$ cat src/rtl/snitch_vfpr_wr_sched.sv
// snitch_vfpr_wr_sched
// Shares the single VFPR write port among NumReq writeback sources with a
// round-robin arbiter and a grant lock. Counts accepted-but-unacknowledged
// writes, raises a sticky error on an unexpected acknowledge, and optionally
// flags read-after-write hazards against the VFPR read-port addresses.
// Optional feature macro: SNITCH_VFPR_WR_SCHED_HAZARD_EN compiles in the
// in-flight address FIFO and the hazard comparators; without it hazard_o is 0.
module snitch_vfpr_wr_sched #(
  parameter int unsigned NumReq         = 2,
  parameter int unsigned AddrWidth      = 16,
  parameter int unsigned DataWidth      = 64,
  parameter int unsigned MaxOutstanding = 4
) (
  input  logic                                 clk_i,
  input  logic                                 rst_ni,
  input  logic [NumReq-1:0]                    req_valid_i,
  output logic [NumReq-1:0]                    req_ready_o,
  input  logic [NumReq-1:0][AddrWidth-1:0]     req_addr_i,
  input  logic [NumReq-1:0][DataWidth-1:0]     req_data_i,
  input  logic [NumReq-1:0][DataWidth/8-1:0]   req_strb_i,
  output logic                                 wr_q_valid_o,
  input  logic                                 wr_q_ready_i,
  output logic [AddrWidth-1:0]                 wr_addr_o,
  output logic [DataWidth-1:0]                 wr_data_o,
  output logic [DataWidth/8-1:0]               wr_strb_o,
  input  logic                                 wr_p_valid_i,
  input  logic [2:0][AddrWidth-1:0]            chk_addr_i,
  input  logic [2:0]                           chk_en_i,
  output logic [2:0]                           hazard_o,
  output logic                                 idle_o,
  output logic                                 err_o
);

  localparam int unsigned IdxWidth = (NumReq > 1) ? $clog2(NumReq) : 1;
  localparam int unsigned CntWidth = $clog2(MaxOutstanding) + 1;

  typedef logic [IdxWidth-1:0] idx_t;
  typedef logic [CntWidth-1:0] cnt_t;

  localparam idx_t LastIdx = idx_t'(NumReq - 1);
  localparam cnt_t CntMax  = cnt_t'(MaxOutstanding);

  idx_t rr_q, rr_d;
  idx_t lock_idx_q, lock_idx_d;
  logic lock_q, lock_d;
  cnt_t cnt_q, cnt_d;
  logic err_q, err_d;

  idx_t gnt_idx;
  logic any_valid;
  logic full;
  logic handshake;
  logic ack_pop;
  logic ack_err;

  assign any_valid    = |req_valid_i;
  // full comes straight from the registered count, so an ack in the same
  // cycle cannot reopen the port; issue resumes one cycle later.
  assign full         = (cnt_q == CntMax);
  assign wr_q_valid_o = any_valid & ~full;
  assign handshake    = wr_q_valid_o & wr_q_ready_i;
  assign ack_pop      = wr_p_valid_i & (cnt_q != '0);
  assign ack_err      = wr_p_valid_i & (cnt_q == '0);

  // Pick the first valid requester at or after rr_q; a held grant overrides
  always_comb begin
    int unsigned cand;
    idx_t        cand_idx;
    logic        found;
    gnt_idx  = rr_q;
    cand     = 0;
    cand_idx = '0;
    found    = 1'b0;
    if (lock_q) begin
      gnt_idx = lock_idx_q;
    end else begin
      for (int unsigned k = 0; k < NumReq; k++) begin
        cand = 32'(rr_q) + k;
        if (cand >= NumReq) begin
          cand = cand - NumReq;
        end
        cand_idx = idx_t'(cand);
        if (!found && req_valid_i[cand_idx]) begin
          gnt_idx = cand_idx;
          found   = 1'b1;
        end
      end
    end
  end

  assign wr_addr_o = req_addr_i[gnt_idx];
  assign wr_data_o = req_data_i[gnt_idx];
  assign wr_strb_o = req_strb_i[gnt_idx];

  // Only the granted requester sees the downstream ready (gated by full)
  always_comb begin
    req_ready_o          = '0;
    req_ready_o[gnt_idx] = wr_q_ready_i & ~full;
  end

  // Rotate priority and drop the lock on handshake; hold the grant otherwise
  always_comb begin
    rr_d       = rr_q;
    lock_d     = lock_q;
    lock_idx_d = lock_idx_q;
    cnt_d      = cnt_q;
    err_d      = err_q | ack_err;
    if (handshake) begin
      rr_d   = (gnt_idx == LastIdx) ? '0 : gnt_idx + 1'b1;
      lock_d = 1'b0;
    end else if (wr_q_valid_o) begin
      lock_d     = 1'b1;
      lock_idx_d = gnt_idx;
    end
    case ({handshake, ack_pop})
      2'b10:   cnt_d = cnt_q + 1'b1;
      2'b01:   cnt_d = cnt_q - 1'b1;
      default: cnt_d = cnt_q;
    endcase
  end

  // Arbitration, outstanding count and sticky error state
  always_ff @(posedge clk_i or negedge rst_ni) begin
    if (!rst_ni) begin
      rr_q       <= '0;
      lock_q     <= 1'b0;
      lock_idx_q <= '0;
      cnt_q      <= '0;
      err_q      <= 1'b0;
    end else begin
      rr_q       <= rr_d;
      lock_q     <= lock_d;
      lock_idx_q <= lock_idx_d;
      cnt_q      <= cnt_d;
      err_q      <= err_d;
    end
  end

  assign err_o  = err_q;
  assign idle_o = ~any_valid & (cnt_q == '0);

`ifdef SNITCH_VFPR_WR_SCHED_HAZARD_EN
  localparam int unsigned PtrWidth = (MaxOutstanding > 1) ? $clog2(MaxOutstanding) : 1;
  typedef logic [PtrWidth-1:0] ptr_t;
  localparam ptr_t LastPtr = ptr_t'(MaxOutstanding - 1);

  logic [AddrWidth-1:0]      fifo_q [MaxOutstanding];
  logic [AddrWidth-1:0]      fifo_d [MaxOutstanding];
  logic [MaxOutstanding-1:0] vld_q, vld_d;
  ptr_t                      wr_ptr_q, wr_ptr_d;
  ptr_t                      rd_ptr_q, rd_ptr_d;

  // Retire the oldest address on ack, then append the granted address;
  // pop and push never collide on one slot because a pop needs cnt>0 and
  // a push needs cnt<MaxOutstanding.
  always_comb begin
    fifo_d   = fifo_q;
    vld_d    = vld_q;
    wr_ptr_d = wr_ptr_q;
    rd_ptr_d = rd_ptr_q;
    if (ack_pop) begin
      vld_d[rd_ptr_q] = 1'b0;
      rd_ptr_d        = (rd_ptr_q == LastPtr) ? '0 : rd_ptr_q + 1'b1;
    end
    if (handshake) begin
      fifo_d[wr_ptr_q] = wr_addr_o;
      vld_d[wr_ptr_q]  = 1'b1;
      wr_ptr_d         = (wr_ptr_q == LastPtr) ? '0 : wr_ptr_q + 1'b1;
    end
  end

  // In-flight address storage and pointers
  always_ff @(posedge clk_i or negedge rst_ni) begin
    if (!rst_ni) begin
      for (int unsigned e = 0; e < MaxOutstanding; e++) begin
        fifo_q[e] <= '0;
      end
      vld_q    <= '0;
      wr_ptr_q <= '0;
      rd_ptr_q <= '0;
    end else begin
      fifo_q   <= fifo_d;
      vld_q    <= vld_d;
      wr_ptr_q <= wr_ptr_d;
      rd_ptr_q <= rd_ptr_d;
    end
  end

  // A read port is hazardous if its address is still in flight or is the
  // write being offered to the VFPR this cycle.
  for (genvar gi = 0; gi < 3; gi++) begin : g_hazard
    logic [MaxOutstanding-1:0] entry_hit;
    for (genvar gj = 0; gj < MaxOutstanding; gj++) begin : g_entry
      assign entry_hit[gj] = vld_q[gj] & (fifo_q[gj] == chk_addr_i[gi]);
    end
    assign hazard_o[gi] = chk_en_i[gi] &
                          ((|entry_hit) | (wr_q_valid_o & (wr_addr_o == chk_addr_i[gi])));
  end
`else
  // Hazard tracking compiled out: only the outstanding count remains.
  logic unused_chk;
  assign unused_chk = ^{chk_addr_i, chk_en_i};
  assign hazard_o   = 3'b000;
`endif

endmodule

$ cat config.mk
export PLATFORM = sky130hd
export DESIGN_NAME = snitch_vfpr_wr_sched
export DESIGN_NICKNAME = d
export VERILOG_FILES = /design/src/rtl/snitch_vfpr_wr_sched.sv
export SDC_FILE = /design/constraint.sdc
export NUM_CORES = 1
export LEC_CHECK = 0
export ABC_AREA = 1
export ABC_CLOCK_PERIOD_IN_PS = 2960
export BUFFER_PORTS_ARGS = -buffer_cell sky130_fd_sc_hd__buf_2
export CAP_MARGIN = 20
export CORE_AREA = 5 5 126 128
export DETAILED_ROUTE_END_ITERATION = 10
export DIE_AREA = 0 0 131 133
export PLACE_DENSITY = 0.4
export SLEW_MARGIN = 20
export SYNTH_ARGS = -nofsm -noshare
export SYNTH_HDL_FRONTEND = slang
export SYNTH_SLANG_ARGS = --single-unit
$ cat constraint.sdc
create_clock -name clk_i -period 2.96 [get_ports clk_i]
set_input_delay 0.444 -clock clk_i [delete_from_list [all_inputs] [get_ports clk_i]]
set_output_delay 0.444 -clock clk_i [all_outputs]
set_load 0.02 [all_outputs]
After elaboration in Yosys (flattened, before gate mapping) --
Cells that the tools add are included.
Word-level totals: flip-flop bits (word level) 7, output and inout port bits 96, logic and storage cells 65
Cells by class: add/subtract/negate cells 6, order comparisons 6, equal/unequal tests 3, mux-type cells 25, bitwise gates (word level) 11, reduce and logical (&&, ||, !) cells 9
Operators by type and width (count):
- $mux 64 | 2
- $mux 16 | 2
- $mux 1 | 17
- $mux 8 | 2
- $and 1x1->1 | 6
- $lt 1x2->1 const B | 3
- $pmux 3 s2 | 1
- $reduce_bool 2->1 | 2
- $add 3x1->3 const B | 1
- $eq 3x3->1 const B | 1
- $logic_not 3->1 | 1
- $not 1->1 | 3
- $reduce_bool 3->1 | 1
- $sub 3x1->3 const B | 1
- $add 1x1->2 const B | 1
- $and 2x2->2 | 1
- $eq 2x1->1 const B | 1
- $eq 2x2->1 const B | 1
- $ge 1x2->1 const B | 1
- $ge 2x2->1 const B | 1
- $logic_and 1x1->1 | 2
- $reduce_and 2->1 | 1
- $reduce_or 2->1 | 1
- $sub 1x1->1 const B | 2
- other kinds (5) | 5

Longest topological paths before layout --
Gate-level depths: netlist (run 1).
depth after elaboration 16, mapped depth 11, depth with buffers taken out 11

Least setup slack after synthesis (run 1) --
OpenSTA, ideal clock, no wires.
path kind input to register, start point in req_valid_i[1], end point reg cnt_q[2], arrival time 2.120 ns, path slack 0.761 ns, stages on the path 10, buffers on the path 0, cells stage by stage or2_2 -> nand2_1 -> inv_1 -> nand2_1 -> ha_1 -> inv_1 -> fa_1 -> or2_2 -> nand2_1 -> xor2_1
On the way: cells in the longest elaborated chain, start to end 5
RTL lines:
- start, declared | line 16 | input logic [NumReq-1:0] req_valid_i,
- $reduce_or 2->1 * | line 56 | assign any_valid = |req_valid_i;
- $and 1x1->1 * | line 60 | assign wr_q_valid_o = any_valid & ~full;
- net wr_q_valid_o | line 21 | output logic wr_q_valid_o,
- $and 1x1->1 * | line 61 | assign handshake = wr_q_valid_o & wr_q_ready_i;
- $eq 2x1->1 or $eq 2x2->1 (tied branches) | line 115 | case ({handshake, ack_pop})
- $pmux 3 s2 or $reduce_bool 2->1 (tied branches)
- end signal, assigned | line 134 | cnt_q <= cnt_d;
- end, declared | line 46 | cnt_t cnt_q, cnt_d;
Mark *: on every way through the listed nets, which the timed path passes. The rest lies on a longest branch. A chain may end at the register's enable or synchronous reset.

Worst setup path after layout (run 1) --
start point reg lock_q, end point out wr_data_o[28]
On the way: cells in the longest elaborated chain, start to end 3
RTL lines:
- start, declared | line 45 | logic lock_q, lock_d;
- start signal, assigned | line 132 | lock_q <= lock_d;
- $mux 1 | line 74 | if (lock_q) begin
- $mux 64 (not written as such) (2 in a row) | line 92 | assign wr_data_o = req_data_i[gnt_idx];
- end, declared | line 24 | output logic [DataWidth-1:0] wr_data_o,
No other way between the ends. The select of a mux whose other input is x is not followed.

==> run metrics, run 1 <==
WL/cell 12.22 µm; FF-to-FF setup slack 0.77 ns; startpoint types flip-flop; CP required 2.52 ns; GR Overflow Total 0; layout cells sized above 1 47.59%; Clock transition at path regs 0.04 ns; # resized after CTS 0; Max Cap Viol 0; antenna violations before repair 0; DRT Wirelength 9645 µm; max-slew violations 0; TritonCTS clock tree done; TritonCTS Buffers 3; first-pass GRT wire length 13980 µm; cell count after synthesis 347; TNS Setup 0 ns; Place WS 0.5913 ns; register bit total from synthesis 7; worst vdd ir 0.0004500 V; Mapped Avg Cell Area 4.738 µm²; DRT Pass-1 Iters 5; Critical Path End wr_data_o[28]; worst reg2reg path endpoint cnt_q[2]; Final #Nets 837; Starting Density 11.15%; vias in the first global route 2741; minimum clock period 2.318 ns; Core Rows 45; YS warnings 0; H-tree lvl count 1; GP Congestion 0.7439; clock buffer depth 2; Iteration-0 DRC Markers 104; reg-to-reg startpoint cnt_q[1]; Seq. cell area 175.2 µm²; Setup crit start lock_q; top cells by area, synth nand2_1 (44%), nand3_1 (27%), dfrtp_1 (11%); Final WS setup 0.6422 ns; Setup CP Type reg2out; Root Buffer clkbuf_16; Post-synth top cells nand2_1 (192), nand3_1 (89), clkbuf_1 (17), buf_2 (9), inv_1 (8); Leak 2.155 nW; vias 3049; RSZ-0062 raised after global routing no; Via density 3.864; DRC 0; Num Clock Sinks 7; Final Hold Viols 0; area of the multi-input gates 1324 µm²; # IOs 329; Layout Cells excl Fill 789; Most used DFF post-synth dfrtp_1; Die X 131 µm; hold slack 0.03709 ns; hold buffer count at CTS 0; die height 133 µm; share of the synthesized area in the top cell type 43.84%; Finish-stage setup viols 0; core area 14750 µm²; type of the tightest min-delay check in2async; final antenna-violating net count 0; DIE AREA 17420 µm²; asr flop ratio synth 100.0%; top-count cell post-synth nand2_1; fmax 431.4 MHz; Crit. End Element primary output; largest net degree at the start of global routing 91; status finished clean; WP data arrival 1.87 ns; total track usage 9.754%; post-detail-place hpwl 7563 µm; area grow syn2layout 99.62%; Setup Fix Bufs, Post-CTS 0; CP max FO 34; Power per Cell Area 945.3 nW/µm²; Final Cycle Share 78.30%; skew final 0.001858 ns; sequential share of the synthesized area 10.65%; Fillers 1764; antenna fix cells 0; Post-Synthesis Cell Area 1644 µm²; placed insts 785; Yosys cell types 19; leading area contributor after synthesis nand2_1; R2R depth 11; total power 3.102 mW; Post-synth EDFFs 0; worst-skew pair later-pin latency 0.24 ns; Port Buf Inserts 274
-- worst max-delay path, stage by stage, from the launching register on --
cell     delay [ns]
dfrtp_1        0.42
a21oi_1        0.16
nand2_2        0.12
nand2_4        0.31
buf_4          0.30
nand2_1        0.09
nand2_1        0.06
buf_2          0.16
-- layout make-up --
class | instances | area share [%]
repair buffers | 278 | 43.84
multi-input cells | 304 | 40.34
well taps | 188 | 7.167
flip-flops and latches | 7 | 5.337
clock buffers | 4 | 2.402
inverters | 8 | 0.9150
-- placed cells by master (no fill, tap or decap), drive strengths merged --
cell type  count
or2            2
fa             1
clkbuf         4
buf          278
a21oi          4
nor2           5
inv            8
conb           3
nand2        194
o21ai          1
xor2           1
ha             1
xnor2          1
nand3         89
o21bai         2
dfrtp          7
-- sequential cells by signal, indices dropped and copies added (netlist names) --
register    cells
lock_q          1
cnt_q           3
lock_idx_q      1
err_o           1
rr_q            1
-- metal layers --
metal / global-route usage, % / up-vias / routed length [µm]
li1: - / 1606 / -
met1: 11.53 / 1293 / 3637
met2: 18.40 / 141 / 5004
met3: 1.413 / 9 / 913
met4: 1.771 / 0 / 90
met5: 0 / - / 0
-- how the worst min path moves through the flow --
stage                     startpoint  endpoint  slack [ns]
final                         rst_ni     err_o        0.04
after global routing          rst_ni     err_o        0.05
after CTS                     rst_ni     err_o        0.04
after detailed placement      rst_ni     err_o        0.29
after global placement        rst_ni     err_o        0.29
after floorplan               rst_ni  cnt_q[0]        0.15
-- power breakdown --
part / internal [mW] / total, mW / switching (mW) / leakage, nW
sequential: 0.139 / 0.173 / 0.0338 / 0.0810
combinational: 0.867 / 2.69 / 1.83 / 2.04
clock: 0.180 / 0.237 / 0.0574 / 0.0382
-- metrics by stage --
step                      utilization (%)  cell area [µm²]
after floorplan                         -             1652
after global placement              21.71             3203
after detailed placement            21.71             3203
after CTS                           22.25             3282
after global routing                22.25             3282
final                               22.25             3282
-- logic make-up (layout without fill, tap and decap cells) --
logic type | after synthesis | after routing | synth area share [%]
other | 1 | 3 | 0.2281
DFF | 7 | 7 | 10.65
AOI/OAI and AO/OA | 7 | 7 | 2.435
buffers and inverters | 38 | 290 | 10.05
adders and majority gates | 2 | 2 | 1.979
and+or+nand+nor | 290 | 290 | 73.59
xor gates and xnor gates | 2 | 2 | 1.066
Note: power is estimated with default switching activity, not from simulation.
==> run 2, diff against run 1 <==
--- a/config.mk
+++ b/config.mk
@@ -6,13 +6,13 @@
 export NUM_CORES = 1
 export LEC_CHECK = 0
 export ABC_AREA = 1
-export ABC_CLOCK_PERIOD_IN_PS = 2960
+export ABC_CLOCK_PERIOD_IN_PS = 2009
 export BUFFER_PORTS_ARGS = -buffer_cell sky130_fd_sc_hd__buf_2
 export CAP_MARGIN = 20
-export CORE_AREA = 5 5 126 128
+export CORE_AREA = 5 5 124 126
 export DETAILED_ROUTE_END_ITERATION = 10
-export DIE_AREA = 0 0 131 133
-export PLACE_DENSITY = 0.4
+export DIE_AREA = 0 0 129 131
+export PLACE_DENSITY = 0.43
 export SLEW_MARGIN = 20
 export SYNTH_ARGS = -nofsm -noshare
 export SYNTH_HDL_FRONTEND = slang
==> constraint.sdc (replaced) <==
create_clock -name clk_i -period 2.01 [get_ports clk_i]
set_input_delay 0.3015 -clock clk_i [delete_from_list [all_inputs] [get_ports clk_i]]
set_output_delay 0.3015 -clock clk_i [all_outputs]
set_load 0.02 [all_outputs]
==> run 2 against run 1 <==
- register-to-register slack lost 0.65 ns
- final cell count increased by 0.63%
- power is 52% higher
- clock power is 41% higher
- global-route usage decreased by 0.96 points
- sequential share of layout area decreased by 0.19 points
- sequential power is 50% higher
- non-clock buffer count up 9
- highest routed layer unchanged
==> run metrics, run 2 (synthesized netlist as in run 1, its figures left out) <==
skew final 0.003470 ns; Core Rows 44; WP data arrival 2.05 ns; Num Clock Sinks 7; Leak 2.216 nW; Finish-stage setup viols 0; final instance area 3406 µm²; max-slew violations 0; H-tree lvl count 1; FF-to-FF setup slack 0.12 ns; WL/cell 11.46 µm; Power per Cell Area 1385 nW/µm²; Root Buffer clkbuf_16; vias 3026; RSZ-0062 raised after global routing yes; clock buffer depth 2; antenna fix cells 0; largest net degree at the start of global routing 51; Clock transition at path regs 0.04 ns; CP max FO 2; Port Buf Inserts 274; DRT Wirelength 9098 µm; startpoint types flip-flop; Crit. End Element flip-flop; Starting Density 11.58%; first-pass GRT wire length 12500 µm; max FFs per register 3; fmax 527.9 MHz; Reg with most FFs cnt_q; Iteration-0 DRC Markers 107; GP Congestion 0.7706; Fillers 1681; Final Hold Viols 0; worst-skew pair later-pin latency 0.23 ns; Final WS setup 0.1157 ns; total track usage 8.790%; Die X 129 µm; TNS Setup 0 ns; Via density 3.811; antenna violations before repair 0; TritonCTS clock tree done; # IOs 329; worst vdd ir 0.0005588 V; DIE AREA 16900 µm²; core area 14200 µm²; most frequent cells in the layout buf_2 (274), nand2_1 (188), nand3_1 (89); final antenna-violating net count 0; Final Cycle Share 94.24%; status finished clean; type of the tightest min-delay check in2reg; die height 131 µm; layout cells sized above 1 49.34%; Place WS -0.07773 ns; Final #Nets 846; post-layout util 23.98%; minimum clock period 1.894 ns; vias in the first global route 2582; commonest non-fill, non-tap cell in the layout buf_2; Max Cap Viol 0; Setup CP Type reg2reg; Layout Cells excl Fill 794; placed insts 789; post-detail-place hpwl 7547 µm; DP Area 3303 µm²; CP required 2.16 ns; Setup Fix Bufs, Post-CTS 0; TritonCTS Buffers 3; GR Overflow Total 0; DRC 0; DRT Pass-1 Iters 4; area grow syn2layout 107.2%
[run 2: final timing paths]
| kind | from | end | cells after the start |
|---|---|---|---|
| max in group asynchronous | rst_ni | rr_q | 2 |
| min in group asynchronous | rst_ni | err_o | 2 |
| worst min register to register | err_o | err_o | 1 |
| worst max register to register | cnt_q[0] | cnt_q[2] | 11 |
| worst max-delay path | cnt_q[0] | cnt_q[2] | 11 |
| worst min-delay path | wr_p_valid_i | err_o | 3 |
[run 2: report_power, final]
group	internal, mW	switching (mW)	total [mW]
logic	1.42	2.70	4.12
registers	0.206	0.0545	0.260
clock network	0.263	0.0699	0.333
total	1.89	2.83	4.72
[run 2: final cells by class]
type	instances	area (µm²)	share of cell area (%)
inverters	8	30.03	0.8817
flip-flops and latches	7	175.2	5.143
multi-input cells	304	1345	39.49
repair buffers	287	1546	45.41
well taps	184	230.2	6.760
clock buffers	4	78.83	2.314
[run 2: metrics by stage]
stage,total power [mW],hold WS (ns)
finish,4.716,0.3385
global route,5.131,0.3507
CTS,4.773,0.3346
detailed placement,4.417,0.1532
global placement,4.471,0.1562
floorplan,2.866,0.005909
[run 2: metal layers]
| layer | wire length (µm) | global-route usage (%) | share of wire (%) | vias to the layer above |
|---|---|---|---|---|
| met1 | 3497 | 10.61 | 38 | 1256 |
| met2 | 4670 | 16.55 | 51 | 144 |
| met3 | 912 | 2.033 | 10 | 2 |
| met4 | 19 | 0.5559 | 0.21 | 0 |
| li1 | - | - | - | 1624 |
| met5 | 0 | 0 | 0 | - |
[run 2: timing repair]
action                                 4_1_cts  5_1_grt
endpoints found under the hold margin        7        0
setup endpoints to repair                    0       62
hold buffers                                 1        0
resized for setup                            0        5
[run 2: critical path: stages (launching register included)]
cell     delay (ns)
dfrtp_1        0.39
nor2_2         0.13
nand2_1        0.09
nand2_2        0.07
inv_2          0.04
nand2_2        0.05
ha_1           0.14
inv_1          0.06
fa_2           0.34
or2_2          0.31
nand2_2        0.07
xor2_1         0.13
